$ cat config.mk
export PLATFORM = sky130hd
export DESIGN_NAME = wr_port_arbiter
export DESIGN_NICKNAME = d
export VERILOG_FILES = /design/src/rtl/wr_port_arbiter_pkg.sv /design/src/rtl/rr_find_first.sv /design/src/rtl/wr_port_arbiter.sv
export SDC_FILE = /design/constraint.sdc
export NUM_CORES = 1
export LEC_CHECK = 0
export ABC_CLOCK_PERIOD_IN_PS = 18550
export CAP_MARGIN = 0
export CORE_UTILIZATION = 50
export DETAILED_ROUTE_END_ITERATION = 16
export PLACE_DENSITY = 0.7
export SETUP_SLACK_MARGIN = 0.2
export SLEW_MARGIN = 25
export SYNTH_ARGS = -nofsm -noshare
export SYNTH_HDL_FRONTEND = slang
export SYNTH_SLANG_ARGS = --single-unit
$ cat constraint.sdc
create_clock -name clk -period 18.55 [get_ports clk]
set_clock_uncertainty 0.15 [all_clocks]
set_input_delay 5.565 -clock clk [delete_from_list [all_inputs] [get_ports clk]]
set_output_delay 5.565 -clock clk [all_outputs]
set_load 0.01 [all_outputs]
$ cat src/rtl/wr_port_arbiter_pkg.sv
// Shared constants and state encoding for the register-file write-port arbiter.
// Imported by the arbiter top level and its bench.
package wr_port_arbiter_pkg;

    localparam int WR_PORT_NUM   = 9;
    localparam int WR_PORT_SEL_W = 16;

    typedef enum logic [1:0] {
        WRARB_IDLE   = 2'd0,
        WRARB_GRANT  = 2'd1,
        WRARB_LOCKED = 2'd2
    } wrarb_state_t;

endpackage

$ cat src/rtl/rr_find_first.sv
// Round-robin search: rotate req by ptr, find the first set bit, rotate the index back.
// Purely combinational; ptr is expected to be below N.
module rr_find_first #(
    parameter int N     = 9,
    parameter int IDX_W = (N > 1) ? $clog2(N) : 1
) (
    input  logic [N-1:0]     req,
    input  logic [IDX_W-1:0] ptr,
    output logic [IDX_W-1:0] winner,
    output logic             valid
);

    logic [N-1:0] rot;
    int           first;
    int           src;
    int           sum;

    // rot[k] is the requester k positions after ptr, so bit 0 has top priority
    always_comb begin
        rot   = '0;
        src   = 0;
        first = 0;
        valid = 1'b0;
        for (int k = 0; k < N; k++) begin
            src = k + int'(ptr);
            if (src >= N) src = src - N;
            rot[k] = req[IDX_W'(src)];
        end
        for (int i = N - 1; i >= 0; i--) begin
            if (rot[i]) begin
                valid = 1'b1;
                first = i;
            end
        end
        sum = first + int'(ptr);
        if (sum >= N) sum = sum - N;
        winner = IDX_W'(sum);
    end

endmodule

$ cat src/rtl/wr_port_arbiter.sv
// Round-robin owner selection for one register-file write port, with locked bursts
// and a forced release after MAX_LOCK consecutive cycles.
module wr_port_arbiter
    import wr_port_arbiter_pkg::*;
#(
    parameter int NUM_PORTS = WR_PORT_NUM,
    parameter int MAX_LOCK  = 8,
    parameter int CNT_W     = 8
) (
    input  logic                     clk,
    input  logic                     rst_n,
    input  logic [NUM_PORTS-1:0]     req,
    input  logic [NUM_PORTS-1:0]     lock,
    output logic [WR_PORT_SEL_W-1:0] wr_port_select,
    output logic [NUM_PORTS-1:0]     grant,
    output logic                     busy,
    output logic                     lock_timeout
);

    localparam int PTR_W = (NUM_PORTS > 1) ? $clog2(NUM_PORTS) : 1;

    wrarb_state_t         state, state_next;
    logic [PTR_W-1:0]     rr_ptr, rr_ptr_next;
    logic [PTR_W-1:0]     owner, owner_next;
    logic [CNT_W-1:0]     lock_cnt, lock_cnt_next;
    logic [NUM_PORTS-1:0] grant_next;
    logic                 timeout_next;
    logic [PTR_W-1:0]     winner;
    logic                 winner_valid;
    logic                 owner_locked;

    rr_find_first #(.N(NUM_PORTS), .IDX_W(PTR_W)) u_find (
        .req    (req),
        .ptr    (rr_ptr),
        .winner (winner),
        .valid  (winner_valid)
    );

    assign owner_locked = (state == WRARB_LOCKED) && req[owner] && lock[owner];

    // Either extend the current burst or re-arbitrate; rr_ptr already sits one past the owner
    always_comb begin
        state_next    = state;
        rr_ptr_next   = rr_ptr;
        owner_next    = owner;
        lock_cnt_next = lock_cnt;
        grant_next    = grant;
        timeout_next  = 1'b0;
        if (owner_locked && (lock_cnt < CNT_W'(MAX_LOCK))) begin
            lock_cnt_next = lock_cnt + 1'b1;
        end else begin
            timeout_next = owner_locked;
            grant_next   = '0;
            if (winner_valid) begin
                grant_next[winner] = 1'b1;
                owner_next         = winner;
                rr_ptr_next        = (winner == PTR_W'(NUM_PORTS - 1)) ? '0 : winner + 1'b1;
                if (lock[winner]) begin
                    state_next    = WRARB_LOCKED;
                    lock_cnt_next = CNT_W'(1);
                end else begin
                    state_next    = WRARB_GRANT;
                    lock_cnt_next = '0;
                end
            end else begin
                state_next    = WRARB_IDLE;
                lock_cnt_next = '0;
            end
        end
    end

    always_ff @(posedge clk or negedge rst_n) begin
        if (!rst_n) begin
            state        <= WRARB_IDLE;
            rr_ptr       <= '0;
            owner        <= '0;
            lock_cnt     <= '0;
            grant        <= '0;
            busy         <= 1'b0;
            lock_timeout <= 1'b0;
        end else begin
            state        <= state_next;
            rr_ptr       <= rr_ptr_next;
            owner        <= owner_next;
            lock_cnt     <= lock_cnt_next;
            grant        <= grant_next;
            busy         <= |grant_next;
            lock_timeout <= timeout_next;
        end
    end

    assign wr_port_select = WR_PORT_SEL_W'(grant);

endmodule

* Yosys cells after proc, flatten, opt, wreduce, memory -nomap -nowiden
Cells that the tools add are included.
** Storage, ports and cells
- Output and inout bits :: 27
- Register bits after elaboration :: 29
- Bits of input ports :: 20
** Cells by class
- Add/subtract/negate cells :: 21
- Muxes and demuxes :: 72
- Reduce and logical (&&, ||, !) cells :: 6
- $lt $le $gt $ge :: 23
- Equal/unequal tests :: 2
- Bitwise gates (word level) :: 1
** Operators by type and width (count)
- 4-bit two-way mux :: 20
- 4-bit by 6-bit less-than comparator with 1-bit output, second input constant :: 9
- 1-bit binary-select mux with 4-bit select :: 12
- 5-bit by 4-bit greater-or-equal comparator with 1-bit output, second input constant :: 9
- 4-bit subtractor, second input constant :: 10
- 1-bit two-way mux :: 33
- 3-bit by 4-bit adder with 5-bit output, first input constant :: 4
- 9-bit two-way mux :: 2
- 8-bit two-way mux :: 2
- 2-bit by 4-bit adder with 5-bit output, first input constant :: 2
- 4-bit by 5-bit less-than comparator with 1-bit output, second input constant :: 2
- 9-bit OR reduction :: 1
- 8-bit by 1-bit adder with 8-bit output, second input constant :: 1
- 8-bit by 4-bit less-than comparator with 1-bit output, second input constant :: 1
- 1-bit by 4-bit adder with 5-bit output, first input constant :: 1
- 4-bit by 4-bit adder with 5-bit output :: 1
- 4-bit by 4-bit adder with 5-bit output, first input constant :: 1
- 4-bit by 1-bit adder with 4-bit output, second input constant :: 1
- 1-bit demux with 4-bit select :: 1
- 4-bit equality test, second input constant :: 1
- 4-bit by 1-bit greater-or-equal comparator with 1-bit output, second input constant :: 1
- 4-bit greater-or-equal comparator, second input constant :: 1
- 1-bit logical AND :: 4
- 2-bit two-way mux :: 2
- other kinds (3) :: 3

* Logic depth before layout (Yosys ltp)
- Word-level depth :: 25
- Gate-level depth with buffers :: 28

* By module
A second synthesis with hierarchy kept.
** Unflattened totals
- Cells, all modules :: 588
- Area total of the unflattened synthesis :: 4785.8 um2
** Modules (own cells, without submodules)
- rr_find_first :: times used 1, seq. area each 0.0 um2, cells each 433, area an instance 3129.3 um2
- wr_port_arbiter :: times used 1, seq. area each 725.7 um2, cells each 155, area an instance 1656.6 um2

* Least setup slack after synthesis
No wires, ideal clock.
- Kind :: input port to flip-flop
- Start :: input req[8]
- End :: register state[0]
- Required time :: 18280 ps
- Library setup time :: 120 ps
- Path slack :: 8375 ps
- Data arrival time :: 9905 ps
- Buffers on the path :: 1
- Cell stages on the path :: 22
- Cell sequence :: clkbuf_1 -> inv_1 -> a2111oi_0 -> o211a_1 -> a22oi_1 -> o41ai_1 -> a311oi_2 -> o21ai_0 -> nand2_1 -> a311oi_1 -> ha_1 -> inv_1 -> fa_1 -> ha_1 -> nor3b_1 -> a2bb2oi_1 -> a211oi_1 -> xnor2_1 -> or3_1 -> nor2b_1 -> a22oi_1 -> and3_1
** On the way
- Word-level cells in the longest chain between the ends :: 19
- Elaborated cells on any way between the ends :: 58
- Those cells by class :: add/sub: 2; order compare: 1; mux: 52; reduce/logical: 3
** RTL lines
- start, declared :: RTL line wr_port_arbiter.sv:12 : input logic [NUM_PORTS-1:0] req,
- 1-bit binary-select mux with 4-bit select :: RTL line rr_find_first.sv:27 : rot[k] = req[IDX_W'(src)];
- 1-bit two-way mux (implied by the code) (2 in a row) :: RTL line rr_find_first.sv:27
- 4-bit two-way mux (9 in a row) :: RTL line rr_find_first.sv:30 : if (rot[i]) begin
- 4-bit by 4-bit adder with 5-bit output :: RTL line rr_find_first.sv:35 : sum = first + int'(ptr);
- 4-bit subtractor or 5-bit by 4-bit greater-or-equal comparator with 1-bit output (tied branches) :: RTL line rr_find_first.sv:36 : if (sum >= N) sum = sum - N;
- 4-bit two-way mux :: RTL line rr_find_first.sv:36
- 1-bit binary-select mux with 4-bit select :: RTL line wr_port_arbiter.sv:58 : if (lock[winner]) begin
- 1-bit two-way mux (implied by the code) :: RTL line wr_port_arbiter.sv:58
- 2-bit two-way mux :: RTL line wr_port_arbiter.sv:58
- 2-bit two-way mux :: RTL line wr_port_arbiter.sv:54 : if (winner_valid) begin
- end signal, assigned :: RTL line wr_port_arbiter.sv:82 : state <= state_next;
- end, declared :: RTL line wr_port_arbiter.sv:22 : wrarb_state_t state, state_next;
Parallel ways exist; a longest one is shown, timed or not. The select of a mux whose other input is x is not followed.
A chain may end at the register's enable or synchronous reset.

* Final worst setup path
- Start :: input req[2]
- End :: register state[0]
Same word-level chain as after synthesis.

==> flow_summary.ini <==
[outcome]
status = finished clean

[min_path]
min_from = lock_cnt[0]$_DFF_PN0_
holdPathStages = 1
hold_end = lock_cnt[0]$_DFF_PN0_
hp-class = register to register

[placed_design]
dp_hpwl_um = 12000
place_congestion = 1.01
io_buffer_count = 39

[synth]
synth-seq-cells = 29
synth_xor_area_share_pct = 4.03
synth-compound-area-share_pct = 32.2
synth_top_family_by_area = compound AO/OA/AOI/OAI gates
avgSynthCellArea_um2 = 7.66
synth-edff-count = 0
synthAdderAreaFrac_pct = 6.51
syn_area_um2 = 5500
ys_seq_area_share_pct = 13.2
async_reset_ff_share_pct = 100
synthFlopType = dfrtp_1
synth.distinct_cells = 102
syn_inst = 718
synth_warnings = 0
synth-simple-area-share_pct = 25.3
synthMuxAreaShare_pct = 9.38

[drt]
drtPass1Iterations = 5
drc = 0
ant_nets = 0
post_drt_wl_per_cell_um = 20.4
vias = 5858
drt-initial-drc-count = 678
viasPerCell = 6.87
routed_wirelength_um = 17400

[timing]
hold_slack_ns = 0.349
tightest_slew_ns = 1.03
hold_viol = 0
timing.fmax_ghz = 0.0852
min_period_ns = 11.73
grt_setup_unrepaired = no
slew_headroom_pct = 31.2
setup_viol = 0
tns_ns = 0
drv_slew = 0
fin_crit_sh_pct = 63.2

[clock_network]
cts-resized-gates = 0
cts_hold_buf = 0
htree_num_levels = 2
tritoncts = yes
clk_latency_ns = 0.28
clkTransAtPathRegs_ns = 0.06
cts_buffers = 5
cts_setup_buffers = 0
cts_sinks = 29
root_buffer = clkbuf_8
clk_path_buf_depth = 2

[global_route]
grt_max_degree = 75
gr-total-overflow = 0
grt_usage_pct = 30.8
antenna_found_initial = 0
grt_pass1_wl_um = 28200
grt_pass1_vias = 5426

[final_layout]
nets = 764
fin_util_pct = 55.6
multiInputGateArea_um2 = 4300
fillers = 973
antennaDiodeCount = 0
area_delta_synth_final_pct = 6.30
drive_gt1_share_pct = 10.0
seq_area_um2 = 727

[setup_path]
endpoint_kind = register
path_cells = clkdlybuf4s50_1, mux4_2, nand3b_1, a21oi_1, a31oi_1, o31ai_1, mux2_2, o21ai_0, nand2_1, a311oi_1, ha_1, inv_1, fa_1, ha_1, nor3b_1, a2bb2oi_1, a211oi_1, xnor2_1, or3_1, nor2b_1, a22oi_1, and3_1
path_delay_family = compound AO/OA/AOI/OAI gates
worstSetupPathType = input pin to register
arrival_ns = 11.75
cpPeakStageDelay_ns = 0.78
crit_path_top_delay_cell = clkdlybuf4s50_1
required_ns = 18.56
critical_path_peak_fanout = 16
reg2reg_setup_slack_ns = 10.52
reg2reg_depth = 24
r2r_end = state[0]$_DFFE_PN0N_
startpoint_type = input pin
critPathBufInv = 2
worstReg2RegStart = rr_ptr[2]$_DFFE_PN0P_
path_common_cell = ha_1

[floorplan]
io-pin-count = 47
die_w_um = 107
core_region_area_um2 = 10500
start_util_pct = 52.3
num_rows = 37
dieArea_um2 = 11400
die_h_um = 107

[flow_run]
cap_violations = 0
-- cell families after synthesis --
kind of cell,count (synthesis)
other,1
buffers and inverters,88
AND/OR/NAND/NOR,262
flip-flops,29
adder cells (fa/ha/maj),28
multiplexers,41
AO/OA/AOI/OAI,247
XOR/XNOR,22
-- cell usage in the layout (no fill, tap or decap), drive strengths merged, types with 10 or more instances in the layout --
cell type,instances
clkdlybuf4s50,39
inv,18
conb,11
o211ai,12
nand2,60
nor2b,20
a21oi,62
nor3,21
nand3,27
o21ai,37
ha,27
mux2,11
nand2b,13
xnor2,16
a31oi,17
mux2i,23
dfrtp,29
nor2,51
nor4,10
-- metrics by stage --
| step | area [um^2] | setup slack (ns) | instances |
|---|---|---|---|
| final | 5840 | 6.82 | 853 |
| after global routing | 5840 | 6.40 | 853 |
| after CTS | 5840 | 7.02 | 853 |
| after detailed placement | 5730 | 6.78 | 845 |
| after global placement | 5730 | 6.87 | 845 |
| after floorplan | 5540 | 8.38 | 728 |
-- Yosys cell counts, types with 7 or more instances --
master | number | area (um^2)
inv_1 | 17 | 63.8
o31ai_1 | 9 | 67.6
clkbuf_1 | 23 | 86.3
nand2_1 | 60 | 225
nor2b_1 | 19 | 119
o21ai_0 | 34 | 170
nand2b_1 | 13 | 81.3
buf_4 | 19 | 143
xnor2_1 | 14 | 123
mux2_2 | 10 | 113
ha_1 | 27 | 338
a21oi_1 | 61 | 305
nand4_1 | 8 | 50.1
a211oi_1 | 9 | 67.6
o21a_1 | 7 | 52.6
buf_2 | 9 | 45.0
mux4_2 | 7 | 158
mux2i_1 | 23 | 230
o211ai_1 | 11 | 82.6
nand3_1 | 27 | 135
a32o_1 | 9 | 90.1
nor2_1 | 51 | 191
o22ai_1 | 8 | 50.1
nor3_1 | 19 | 95.1
a31oi_1 | 17 | 106
dfrtp_1 | 29 | 726
nor4_1 | 10 | 62.6
-- area by class of cell --
type,count,share of cell area (%)
inverters,22,1.41
clock inverters,1,0.514
flip-flops and latches,29,12.4
repair buffers,47,7.71
multi-input cells,611,73.5
clock buffers,7,1.48
well taps,136,2.91
-- registers in the layout, indices dropped and copies added, names as in the netlist --
| name | cells |
|---|---|
| rr_ptr | 4 |
| busy | 1 |
| state | 2 |
| lock_timeout | 1 |
| owner | 4 |
| lock_cnt | 8 |
| grant | 9 |
-- worst max-delay path by stage --
stage	to	slack [ns]	cells past startpoint	start
floorplan	state[0]$_DFFE_PN0N_	8.38	22	req[8]
global placement	state[0]$_DFFE_PN0N_	6.87	22	req[3]
detailed placement	state[0]$_DFFE_PN0N_	6.78	22	req[3]
CTS	state[0]$_DFFE_PN0N_	7.02	22	req[3]
global route	lock_cnt[0]$_DFF_PN0_	6.40	23	req[2]
finish	state[0]$_DFFE_PN0N_	6.82	22	req[2]
-- layer usage --
metal	vias up	part of all wire, %	global-route usage, %	wire [um]
met5	-	0	0	0
li1	2698	-	-	-
met1	2790	43	42.1	7410
met3	42	8.5	2.61	1490
met2	328	47	51.1	8100
met4	0	2.4	10.6	414
-- worst register-to-register path, cell delays in order, from the launching register on --
cell and delay [ns]:
dfrtp_1 0.32, buf_4 0.42, clkinv_1 0.71, ha_1 0.67
a21oi_1 0.68, o31ai_1 0.17, a221oi_1 0.34, mux2i_1 0.21
o21ai_0 0.13, o32ai_1 0.31, o21ai_0 0.30, nand2_1 0.15
a311oi_1 0.11, ha_1 0.22, inv_1 0.07, fa_1 0.49
ha_1 0.24, nor3b_1 0.21, a2bb2oi_1 0.12, a211oi_1 0.55
xnor2_1 0.38, or3_1 0.45, nor2b_1 0.19, a22oi_1 0.13
and3_1 0.21
Power is left out: the tool's default activity adds up to more than one toggle a clock period on the data nets, which glitch-free logic cannot reach.
